==> config.mk <==
export PLATFORM = sky130hd
export DESIGN_NAME = ftch_ibuf
export DESIGN_NICKNAME = d
export VERILOG_FILES = /design/src/rtl/ftch_ibuf.sv
export SDC_FILE = /design/constraint.sdc
export NUM_CORES = 1
export LEC_CHECK = 0
export ABC_AREA = 1
export BUFFER_PORTS_ARGS = -buffer_cell sky130_fd_sc_hd__buf_2
export CAP_MARGIN = 20
export CORE_UTILIZATION = 51
export DETAILED_ROUTE_END_ITERATION = 6
export PLACE_DENSITY = 0.77
export SETUP_SLACK_MARGIN = 0.3
export SLEW_MARGIN = 40
export SYNTH_ARGS = -nofsm -noshare
export SYNTH_HDL_FRONTEND = slang
export SYNTH_SLANG_ARGS = --single-unit
==> constraint.sdc <==
create_clock -name clk -period 3.98 [get_ports clk]
set_input_delay 0.398 -clock clk [delete_from_list [all_inputs] [get_ports clk]]
set_output_delay 0.398 -clock clk [all_outputs]
set_load 0.005 [all_outputs]
==> src/rtl/ftch_ibuf.sv <==
`default_nettype none
// +----------------------------------------------------------------------------+
// | Module      : mem_ftch_pkg / ftch_ibuf                                     |
// | Description : Instruction fetch buffer. Issues sequential fetch requests,  |
// |               queues in-order responses for decode, and uses credit        |
// |               accounting so memory responses never need backpressure.      |
// |               Decode redirects flush the queue and drop stale responses.   |
// | Revision    : 1.0 - initial release                                        |
// +----------------------------------------------------------------------------+

package mem_ftch_pkg;
    typedef struct packed {
        logic [31:0] pc;
        logic [31:0] instr;
    } mem_ftch_pkt_t;
endpackage

module ftch_ibuf #(
    parameter int          DEPTH    = 4,
    parameter logic [31:0] RESET_PC = 32'hBFC0_0000
) (
    input  logic                        clk,
    input  logic                        resetn,
    output logic                        ftch_mem_vld,
    output logic [31:0]                 ftch_mem_addr,
    input  logic                        ftch_mem_rdy,
    input  logic                        mem_ftch_vld,
    input  mem_ftch_pkg::mem_ftch_pkt_t mem_ftch_pkt,
    input  logic                        redirect_vld,
    input  logic [31:0]                 redirect_pc,
    output logic                        ftch_dec_vld,
    output logic [31:0]                 ftch_dec_pc,
    output logic [31:0]                 ftch_dec_instr,
    input  logic                        dec_ftch_rdy
);

    localparam int              c_PW       = $clog2(DEPTH);
    localparam int              c_CW       = $clog2(DEPTH + 1);
    localparam logic [c_CW:0]   c_DEPTH_X  = (c_CW + 1)'(DEPTH);
    localparam logic [31:0]     c_WORD_MSK = 32'hFFFF_FFFC;

    // Fetch-side state
    logic              r_started;
    logic [31:0]       r_pc;
    logic [c_CW-1:0]   r_outst;
    logic [c_CW-1:0]   r_drop;

    // Instruction queue state
    logic [c_CW-1:0]   r_occ;
    logic [c_PW-1:0]   r_wptr;
    logic [c_PW-1:0]   r_rptr;
    logic [31:0]       r_fifo_pc    [DEPTH];
    logic [31:0]       r_fifo_instr [DEPTH];

    logic [c_CW:0]     w_used;
    logic              w_accept;
    logic              w_resp;
    logic              w_wr;
    logic              w_pop;
    logic [c_CW-1:0]   w_outst_next;

    // Occupancy plus in-flight requests never exceeds DEPTH, so credit is
    // non-zero exactly when this sum is below DEPTH.
    assign w_used        = {1'b0, r_occ} + {1'b0, r_outst};
    assign ftch_mem_vld  = r_started && (w_used != c_DEPTH_X);
    assign ftch_mem_addr = r_pc;

    assign w_accept      = ftch_mem_vld && ftch_mem_rdy;
    // A response with nothing outstanding is a protocol error and is ignored.
    assign w_resp        = mem_ftch_vld && (r_outst != '0);
    assign w_wr          = w_resp && (r_drop == '0) && !redirect_vld;
    assign w_pop         = ftch_dec_vld && dec_ftch_rdy;
    assign w_outst_next  = r_outst + c_CW'(w_accept) - c_CW'(w_resp);

    // Head of queue; data is forced to zero while empty so the outputs are
    // well defined out of reset without resetting the storage array.
    assign ftch_dec_vld   = (r_occ != '0);
    assign ftch_dec_pc    = ftch_dec_vld ? r_fifo_pc[r_rptr]    : 32'd0;
    assign ftch_dec_instr = ftch_dec_vld ? r_fifo_instr[r_rptr] : 32'd0;

    // Fetch PC, start flag, outstanding and drop counters
    always_ff @(posedge clk or negedge resetn) begin
        if (!resetn) begin
            r_started <= 1'b0;
            r_pc      <= RESET_PC & c_WORD_MSK;
            r_outst   <= '0;
            r_drop    <= '0;
        end else begin
            r_started <= 1'b1;
            r_outst   <= w_outst_next;
            if (redirect_vld) begin
                // Everything still in flight after this edge is stale,
                // including a request accepted in this very cycle.
                r_pc   <= redirect_pc & c_WORD_MSK;
                r_drop <= w_outst_next;
            end else begin
                if (w_accept) begin
                    r_pc <= r_pc + 32'd4;
                end
                if (w_resp && (r_drop != '0)) begin
                    r_drop <= r_drop - c_CW'(1);
                end
            end
        end
    end

    // Queue pointers and occupancy; a redirect flush overrides any pop
    always_ff @(posedge clk or negedge resetn) begin
        if (!resetn) begin
            r_occ  <= '0;
            r_wptr <= '0;
            r_rptr <= '0;
        end else if (redirect_vld) begin
            r_occ  <= '0;
            r_wptr <= '0;
            r_rptr <= '0;
        end else begin
            if (w_wr) begin
                r_wptr <= r_wptr + c_PW'(1);
            end
            if (w_pop) begin
                r_rptr <= r_rptr + c_PW'(1);
            end
            r_occ <= r_occ + c_CW'(w_wr) - c_CW'(w_pop);
        end
    end

    // Queue storage; only written entries are ever presented to decode
    always_ff @(posedge clk) begin
        if (w_wr) begin
            r_fifo_pc[r_wptr]    <= mem_ftch_pkt.pc;
            r_fifo_instr[r_wptr] <= mem_ftch_pkt.instr;
        end
    end

endmodule
`default_nettype wire
Word-level counts from Yosys, hierarchy flattened --
Memories as Yosys holds them, arrays and structs flattened. Index checks and enable logic that the tools add are counted.
Operators by class: add/subtract/negate cells 9, multiplexer cells 13, equal/unequal tests 1, reduce and logical (&&, ||, !) cells 16
Operator list (count):
- $mux W32 | 4
- $add A32 B3 Y32 const B | 1
- $mux W3 | 3
- $reduce_bool A3 Y1 | 3
- $mux W2 | 4
- $reduce_bool A2 Y1 | 4
- $logic_and A1 B1 Y1 | 7
- $add A3 B1 Y3 | 2
- $sub A3 B1 Y3 | 2
- $add A2 B1 Y2 const B | 2
- $add A3 B3 Y4 | 1
- $ne A4 B3 Y1 const B | 1
- $logic_not A3 Y1 | 1
- $sub A3 B1 Y3 const B | 1
- $mux W1 | 2
- $logic_not A1 Y1 | 1
Word-level totals: register bits after elaboration 46, memories kept 2, output and inout bits 98, bits of input ports 102, memory bits (writable) 256
Memory list:
- r_fifo_instr | depth 4, width 32, read ports 1, clocked after memory_dff 0, write ports 1, line 53 | logic [31:0] r_fifo_instr [DEPTH];
- r_fifo_pc | depth 4, width 32, read ports 1, clocked after memory_dff 0, write ports 1, line 52 | logic [31:0] r_fifo_pc [DEPTH];

Longest topological paths before layout --
Gate-level depths: netlist (run 1).
word-level depth 7, gate-level depth with buffers 20, mapped depth without buffers 18

Worst setup path before layout (run 1) --
Ideal clock, no wire load.
path type register to register, start point reg r_outst[1], end point mem r_fifo_instr[0][0] (enable), path buffers 0, arrival time 3.729 ns, data required time 3.494 ns, setup time 0.486 ns, period minus slack after synthesis 4.215 ns, stages on the path, launching flop included 7, path slack -0.235 ns, path through dfrtp_1 -> inv_1 -> a21boi_1 -> nand3_1 -> nor2_1 -> inv_2 -> nor2_1
Between the ends: longest elaborated chain between the ends 6
RTL lines:
- from (decl) | line 45 | logic [c_CW-1:0] r_outst;
- from (signal assigned) | line 90 | r_outst <= w_outst_next;
- $reduce_bool A3 Y1 | line 70 | assign w_resp = mem_ftch_vld && (r_outst != '0);
- $logic_and A1 B1 Y1 | line 70
- $logic_and A1 B1 Y1 (2 in a row) | line 71 | assign w_wr = w_resp && (r_drop == '0) && !redirect_vld;
- $mux W1 | line 130 | if (w_wr) begin
- $mux W1 (implied by the code) | line 132 | r_fifo_instr[r_wptr] <= mem_ftch_pkt.instr;
- to (decl) | line 53
Every way passes these cells.

Worst setup path in the final report (run 1) --
start point reg r_rptr[0], end point out ftch_dec_pc[7]
Between the ends: longest elaborated chain between the ends 2
RTL lines:
- from (decl) | line 51 | logic [c_PW-1:0] r_rptr;
- from (signal assigned) | line 122 | r_rptr <= r_rptr + c_PW'(1);
- $mem_v2 Z4 W32
- $mux W32 | line 78 | assign ftch_dec_pc = ftch_dec_vld ? r_fifo_pc[r_rptr] : 32'd0;
- to (decl) | line 32 | output logic [31:0] ftch_dec_pc,
Every way passes these cells.

==> metrics.csv, run 1 <==
metric;value;unit
status;finished, final reports clean;
ys_seq_elements;300;
netlist_area;13100;um^2
numClockSinks;300;
vias;9381;
r2r_setup_slack;1.17;ns
vias_per_cell;5.26;
synthFlopType;edfxtp_1;
final_core_util;0.614;
switchingPower;0.00288;W
die_y;162;um
p_int;0.00625;W
clk_pin_slew;0.06;ns
dr.pass1.iters;5;
leakagePower;6.19;nW
drive_above_1_share;0.204;
clkPwrFrac;0.316;
min_period_over_period;0.832;
timing.fmax;302;MHz
arrival;2.91;ns
crit_path_end_kind;output port;
drv_cap;0;
fp.dieW;162;um
power.total;0.00913;W
async_flop_share;0.147;
hold_violations;0;
pwr-share-seq;0.420;
io_pins;200;
syn_to_final_growth;18.0;%
drcViolationCount;0;
numCtsBuffers;31;
ys.warnings.count;0;
synth_area_leaders;edfxtp_1 (59%), nor2_1 (8.5%), dfrtp_1 (6.7%), nand2_1 (5.1%), o21ai_1 (4.0%);
dieArea;26400;um^2
wl;28.9;mm
yosysSeqAreaShare;0.670;
core;25300;um^2
ir_drop;410;uV
path_delay_family;buffers and inverters;
place_congestion;0.880;
initial_core_util;0.520;
comb_power_share;0.263;
crit_chain;buf_4 > nor2_1 > nor2_1 > o21ai_0 > a21oi_1 > buf_2;
fin_skew;0.0105;ns
final_cell_mix;nor2_1 (292), edfxtp_1 (256), buf_2 (194);
antenna_left;0;
max_stage_delay;0.87;ns
swShare;0.316;
cts_resized;0;
cp-start-kind;register;
yosys.area.top_type_share;0.585;
syn_avg_cell_area;10.5;um^2
fin_area;15500;um^2
final_nets;1548;
wire_per_inst;16.2;um
setup_viol;0;
drv_slew;0;
grt_pass1_vias;9086;
dp_hpwl;17.0;mm
rows;58;
maxSlewHeadroom;0.470;
min_period;3.31;ns
antenna_found_initial;6;
grt_pass1_wl;45.6;mm
path_class;register to output port;
p_per_area;589;nW/um^2
h-tree-depth;1;
syn_inst;1248;
cts_buffer_depth;3;
insertion_delay;0.56;ns
synth_cell_type_count;37;
globalRoute.totalOverflow;0;
cp_common_cell;nor2_1;
yosys.area.top_type;edfxtp_1;
crit_buf_inv;2;
layout_commonest_cell;nor2_1;
place_area;14500;um^2
root_buffer;clkbuf_16;
hold_path_class;input pin to register;
grt_usage;0.219;
synth_edf_count;256;
cts_tree;done;
cp_slowest_cell;dfrtp_4;
port_buffers;195;
rsz0062_at_grt;false;
drtIter0Drc;841;
num-fill-cells;1987;
grt_max_degree;71;
tightest_slew;0.796;ns
cp_max_fo;70;
timing.hold.ws;0.0525;ns
cp.required;3.58;ns
[sequential cells by signal (all words and copies together) (netlist names)]
name / cells
ftch_mem_addr: 30
r_drop: 3
r_fifo_instr: 128
r_fifo_pc: 128
r_occ: 3
r_outst: 3
r_rptr: 2
r_started: 1
r_wptr: 2
[layer usage]
metal / wire, um / vias to the layer above / share of wire / track usage
met4: 622 / 6 / 0.022 / 0.0686
li1: - / 4609 / - / -
met5: 35 / - / 0.0012 / 0
met3: 2270 / 49 / 0.078 / 0.0522
met2: 14200 / 323 / 0.49 / 0.383
met1: 11800 / 4394 / 0.41 / 0.268
[final timing paths]
kind / start / end / depth (start not counted)
worst max-delay path: r_rptr[0] / ftch_dec_pc[7] / 6
worst min-delay path: mem_ftch_pkt[2] / r_fifo_instr[1][2] / 1
worst max register to register: r_outst[1] / r_drop[1] / 16
worst min register to register: ftch_mem_addr[28] / ftch_mem_addr[28] / 2
max in group asynchronous: resetn / r_rptr[0] / 2
min in group asynchronous: resetn / ftch_mem_addr[7] / 2
[cell usage after synthesis, drive strengths merged (9+ instances only)]
master	n
a21oi	67
buf	32
clkbuf	30
dfrtp	35
dfstp	9
edfxtp	256
ha	14
inv	63
nand2	187
nand3	72
nor2	306
o21ai	139
[repair_timing]
item | in CTS | in global routing
buffers inserted | 0 | 0
endpoints found under the hold margin | 35 | 0
hold buffers | 1 | 0
[through the flow]
step | TNS [ns] | instances | worst slack, ns
3_3_place_gp | 0 | 1725 | 1.16
6_report | 0 | 1783 | 0.669
2_1_floorplan | -60.22 | 1249 | -0.235
3_5_place_dp | 0 | 1725 | 1.15
5_1_grt | 0 | 1780 | 0.459
4_1_cts | 0 | 1779 | 0.619
[kinds of logic (layout without fill, tap and decap cells)]
| kind of cell | count (synthesis) | count (layout) | share of synthesized area |
|---|---|---|---|
| adder cells (fa/ha/maj) | 17 | 17 | 0.0179 |
| flip-flops | 300 | 300 | 0.670 |
| AND/OR/NAND/NOR | 580 | 580 | 0.183 |
| XOR/XNOR | 11 | 11 | 0.00734 |
| buffers and inverters | 129 | 329 | 0.0406 |
| other | 2 | 7 | 0.000572 |
| AO/OA/AOI/OAI | 209 | 209 | 0.0802 |
[power groups by stage]
stage	registers [W]	logic (W)	clock network [W]
after floorplan	0.00381	0.00150	0
final	0.00384	0.00241	0.00289
after global placement	0.00389	0.00237	0
after CTS	0.00383	0.00244	0.00293
after detailed placement	0.00390	0.00242	0
after global routing	0.00386	0.00273	0.00305
[final cells by class]
cell class | instances | area (um^2) | area share
Multi-Input combinational cell | 820 | 3830 | 0.247
Clock buffer | 35 | 791 | 0.0510
Antenna cell | 4 | 10.0 | 0.000646
Clock inverter | 18 | 224 | 0.0145
Sequential cell | 300 | 8800 | 0.568
Timing Repair Buffer | 209 | 1160 | 0.0752
Tap cell | 330 | 413 | 0.0266
Inverter | 67 | 256 | 0.0165
No activity file was read; power rests on OpenSTA's default activity.
==> inputs of run 2 (changes only) <==
==> constraint.sdc (replaced) <==
create_clock -name clk -period 2.9 [get_ports clk]
set_input_delay 0.29 -clock clk [delete_from_list [all_inputs] [get_ports clk]]
set_output_delay 0.29 -clock clk [all_outputs]
set_load 0.005 [all_outputs]
==> run 2 against run 1 <==
Against the previous run:
- highest routed layer is now met4
- critical endpoint is now r_drop[1]
- cell count grew 5.7%
- sequential power grew 35%
- combinational power grew 62%
- critical path depth grew 11
- register-to-register slack lost 1.0 ns
- via count grew 7.0%
- hold slack lost 0.029 ns
==> metrics.csv, run 2 (same netlist as run 1, synthesis figures left out) <==
metric;value;unit
syn_to_final_growth;26.3;%
hold_violations;0;
hold_path_class;input pin to register;
dpl_worst_slack;0.0648;ns
p_int;0.00878;W
globalRoute.totalOverflow;0;
timing.fmax;361;MHz
numCtsBuffers;30;
cp_slowest_cell;fa_2;
drv_cap;0;
path_class;register to register;
swShare;0.324;
numClockSinks;300;
final_cell_mix;nor2_1 (291), edfxtp_1 (256), buf_2 (194);
p_per_area;783;nW/um^2
top_layer_used;met4;
drtIter0Drc;923;
cp.required;3.35;ns
drv_slew;0;
cp_max_fo;2;
antenna_found_initial;2;
die_y;162;um
holdPathEnd;ftch_mem_addr[26];
wl_met2;16.4;mm
timing.hold.ws;0.0237;ns
min_period_over_period;0.954;
grt_max_degree;67;
core;25300;um^2
vias_per_cell;5.33;
layout_commonest_cell;nor2_1;
drcViolationCount;0;
fp.dieW;162;um
antenna_left;0;
cp-start-kind;register;
cts_buffer_depth;3;
pwr-share-seq;0.400;
place_congestion;0.878;
setup_ws;0.133;ns
rsz0062_at_grt;true;
h-tree-depth;1;
clk_pin_slew;0.07;ns
crit_path_end_kind;register;
grt_usage;0.243;
dieArea;26400;um^2
initial_core_util;0.520;
num-fill-cells;1881;
tightest_slew;0.618;ns
insertion_delay;0.58;ns
r2r_setup_slack;0.13;ns
rows;58;
drive_above_1_share;0.211;
arrival;3.22;ns
dr.pass1.iters;5;
cts_tree;done;
switchingPower;0.00421;W
hp-start;redirect_pc[26];
place_inst;1736;
root_buffer;clkbuf_16;
vias;10000;
status;finished, final reports clean;
dr_wl_met3;2.30;mm
fin_cells;1884;
setup_viol;0;
min_period;2.77;ns
final_nets;1648;
comb_power_share;0.300;
wire_per_inst;17.0;um
wl;32.0;mm
dp_hpwl;17.9;mm
reg2reg_depth;17;
ir_drop;595;uV
maxSlewHeadroom;0.587;
cp_common_cell;inv_2;
port_buffers;195;
reg2reg_to;r_drop[1];
holdPathStages;5;
crit_chain;ha_2 > inv_2 > fa_1 > nand3_1 > nor2_1 > nand2_1 > nand3_2 > ha_4 > inv_4 > ha_4 > inv_2 > fa_2 > inv_2 > nand2_2 > o21ai_2 > nand2_1 > o21ai_1;
worstReg2RegStart;r_occ[0];
final_core_util;0.657;
clkPwrFrac;0.299;
max_stage_delay;0.52;ns
grt_pass1_wl;50.5;mm
io_pins;200;
wl_met1;12.6;mm
fin_skew;0.0273;ns
grt_pass1_vias;10200;
leakagePower;6.65;nW
## run 2: cell types whose count changed in the layout (fill, tap and decap cells not counted), sizes merged, moves of 2 or more
cell         change
dlygate4sd3     +79
clkinvlp         +2
clkbuf           +2
diode            -2
buf             +21
## run 2: worst max path at each step
stage	from	endpoint	slack [ns]	cells after the start
6_report	r_occ[0]	r_drop[1]	0.13	17
3_5_place_dp	r_occ[0]	r_drop[1]	0.06	17
4_1_cts	r_occ[0]	r_drop[1]	0.13	17
3_3_place_gp	r_outst[0]	r_drop[1]	0.16	17
5_1_grt	r_occ[0]	r_drop[1]	0.05	17
2_1_floorplan	r_outst[1]	r_fifo_instr[0][0]	-0.25	6
## run 2: metrics by stage
stage | cell area (um^2) | power, W | setup TNS [ns]
finish | 16600 | 0.0130 | 0
global route | 16600 | 0.0136 | 0
CTS | 16500 | 0.0129 | 0
detailed placement | 14600 | 0.00876 | 0
global placement | 14600 | 0.00868 | 0
floorplan | 13200 | 0.00730 | -65.14
## run 2: worst max-delay path, delay by kind of cell, from the launching register on
family / cells / cell delay [ns]
AOI/OAI and AO/OA: 2 / 0.11
adders and majority gates: 5 / 1.54
buffers and inverters: 4 / 0.17
DFF: 1 / 0.37
and+or+nand+nor: 6 / 0.47
## run 2: layout make-up
| type | instances | area [um^2] | area share |
|---|---|---|---|
| inverter | 67 | 267 | 0.0161 |
| clock inverter | 18 | 215 | 0.0130 |
| multi-input combinational | 820 | 3880 | 0.234 |
| clock buffer | 37 | 777 | 0.0468 |
| sequential | 300 | 8810 | 0.531 |
| timing repair buffer | 310 | 2220 | 0.134 |
| tap | 330 | 413 | 0.0249 |
| antenna | 2 | 5.00 | 0.000302 |
## run 2: power groups by stage
stage                     sequential [W]  clock (W)  combinational (W)
after floorplan                  0.00522          0            0.00207
final                            0.00520    0.00389            0.00390
after global routing             0.00523    0.00408            0.00430
after CTS                        0.00521    0.00391            0.00375
after global placement           0.00530          0            0.00338
after detailed placement         0.00531          0            0.00345
## run 2: routing by layer
metal  track usage  up-vias
met4        0.0810        0
met1         0.289     4797
met3        0.0461       58
met5             0        -
met2         0.442      380
li1              -     4798
## run 2: repair_timing
item / 4_1_cts / 5_1_grt
hold buffers: 80 / 0
cloned: 1 / 0
setup endpoints to repair: 61 / 62
endpoints found under the hold margin: 300 / 0
pin swaps: 8 / 11
setup buffers: 5 / 5
gates resized for setup: 12 / 13
==> inputs of run 3 (changes only) <==
--- a/config.mk
+++ b/config.mk
@@ -8,9 +8,10 @@
 export ABC_AREA = 1
 export BUFFER_PORTS_ARGS = -buffer_cell sky130_fd_sc_hd__buf_2
 export CAP_MARGIN = 20
-export CORE_UTILIZATION = 51
+export CORE_UTILIZATION = 53
+export CTS_BUF_LIST = sky130_fd_sc_hd__clkbuf_8
 export DETAILED_ROUTE_END_ITERATION = 6
-export PLACE_DENSITY = 0.77
+export PLACE_DENSITY = 0.79
 export SETUP_SLACK_MARGIN = 0.3
 export SLEW_MARGIN = 40
 export SYNTH_ARGS = -nofsm -noshare
==> run 3 against run 2 <==
Against the previous run:
- die area decreased by 3.7%
- maximum frequency increased by 3.7%
- highest routed layer unchanged
- critical path depth decreased by 1
==> metrics.csv, run 3 (same netlist as run 1, synthesis figures left out) <==
metric;value;unit
cp.required;3.37;ns
clk_pin_slew;0.06;ns
crit_path_end_kind;register;
swShare;0.336;
final_cell_mix;nor2_1 (291), edfxtp_1 (256), buf_2 (194);
globalRoute.totalOverflow;0;
leakagePower;6.75;nW
root_buffer;clkbuf_8;
maxSlewHeadroom;0.662;
status;finished, final reports clean;
dr.pass1.iters;6;
grt_pass1_wl;50.3;mm
drv_slew;0;
tightest_slew;0.507;ns
rsz0062_at_grt;true;
drive_above_1_share;0.216;
core;24300;um^2
fin_skew;0.0204;ns
min_period;2.67;ns
port_buffers;195;
dieArea;25400;um^2
wl_met1;13.0;mm
timing.fmax;375;MHz
vias;10100;
min_period_over_period;0.920;
setup_viol;0;
grt_usage;0.252;
drcViolationCount;0;
ir_drop;732;uV
finalSetupTns;0;ns
syn_to_final_growth;26.9;%
numCtsBuffers;49;
cts_buffer_depth;3;
place_inst;1729;
p_per_area;761;nW/um^2
die_y;159;um
cp_max_fo;2;
vias_per_cell;5.26;
antenna_left;0;
arrival;3.14;ns
hold_path_class;input pin to register;
h-tree-depth;2;
wl_met2;16.0;mm
switchingPower;0.00426;W
initial_core_util;0.540;
grt_max_degree;76;
layout_commonest_cell;nor2_1;
wire_per_inst;16.8;um
drtIter0Drc;809;
wl;32.3;mm
grt_pass1_vias;10100;
clkPwrFrac;0.283;
final_nets;1679;
dp_hpwl;18.4;mm
fp.dieW;159;um
pwr-share-seq;0.411;
top_layer_used;met4;
comb_power_share;0.306;
numClockSinks;300;
drv_cap;0;
p_int;0.00842;W
antenna_found_initial;3;
cp-start-kind;register;
rows;57;
io_pins;200;
fin_cells;1927;
dr_wl_met3;2.49;mm
hold_violations;0;
place_congestion;0.887;
cts_tree;done;
path_class;register to register;
insertion_delay;0.58;ns
==> run 3: cell types whose count changed in the layout (fill, tap and decap cells not counted), sizes merged <==
| cell | change |
|---|---|
| clkbuf | +14 |
| dlygate4sd3 | +12 |
| bufinv | -1 |
| bufbuf | -1 |
| inv | +15 |
| diode | +1 |
| clkinvlp | -2 |
| clkinv | +11 |
==> run 3: cell type report <==
type | instances | area [um^2]
flip-flops and latches | 300 | 8810
fillers | 1709 | 7660
multi-input cells | 820 | 3870
repair buffers | 322 | 2360
clock buffers | 50 | 688
well taps | 324 | 405
clock inverters | 41 | 268
inverters | 67 | 262
diodes | 3 | 7.51
==> run 3: power groups by stage <==
stage                     Clock, W  Combinational, W  Sequential [W]
after floorplan                  0           0.00207         0.00522
after global placement           0           0.00344         0.00527
after detailed placement         0           0.00351         0.00528
after CTS                  0.00363           0.00376         0.00520
after global routing       0.00384           0.00430         0.00524
final                      0.00359           0.00389         0.00521
==> run 3: path summary, 6_finish.rpt <==
path	startpoint	to	slack, ns	depth (start not counted)
worst min register to register	ftch_mem_addr[28]	ftch_mem_addr[28]	0.55	2
worst max-delay path	r_outst[0]	r_drop[2]	0.23	16
worst min-delay path	dec_ftch_rdy	r_rptr[0]	0.04	3
worst max register to register	r_outst[0]	r_drop[2]	0.23	16
min in group asynchronous	resetn	ftch_mem_addr[6]	0.12	2
max in group asynchronous	resetn	ftch_mem_addr[22]	2.24	3
==> run 3: repair_timing <==
| action | in CTS | in global routing |
|---|---|---|
| setup buffers | 6 | 4 |
| hold buffers | 92 | 0 |
| resized for setup | 8 | 12 |
| pin swaps | 7 | 5 |
| hold endpoints to repair | 308 | 0 |
| endpoints found under the setup margin | 6 | 180 |
| cloned | 0 | 1 |
==> run 3: per-layer routing <==
layer | vias to the layer above | GRT usage
li1 | 4873 | -
met3 | 66 | 0.0560
met2 | 397 | 0.434
met1 | 4804 | 0.307
met5 | - | 0
met4 | 0 | 0.104
==> run 3: critical path: stages (launching register included) <==
cell,delay (ns)
dfrtp_1,0.39
ha_2,0.18
inv_2,0.05
fa_1,0.40
nand3_1,0.09
nor2_1,0.04
nand2_1,0.09
nand3_2,0.12
ha_4,0.25
inv_2,0.06
ha_4,0.11
inv_2,0.03
fa_1,0.36
xor2_1,0.14
inv_1,0.07
o21ai_1,0.13
nor2_1,0.05
==> run 3: through the flow <==
step | cell area, um^2 | power [W] | hold slack, ns | utilization | worst slack (ns)
after floorplan | 13200 | 0.00730 | -0.00559 | - | -0.254
after global placement | 14600 | 0.00872 | 0.393 | 0.599 | 0.145
after detailed placement | 14600 | 0.00879 | 0.404 | 0.599 | 0.115
after CTS | 16500 | 0.0126 | 0.00470 | 0.680 | 0.230
after global routing | 16700 | 0.0134 | 0.0456 | 0.685 | 0.0495
final | 16700 | 0.0127 | 0.0412 | 0.685 | 0.233
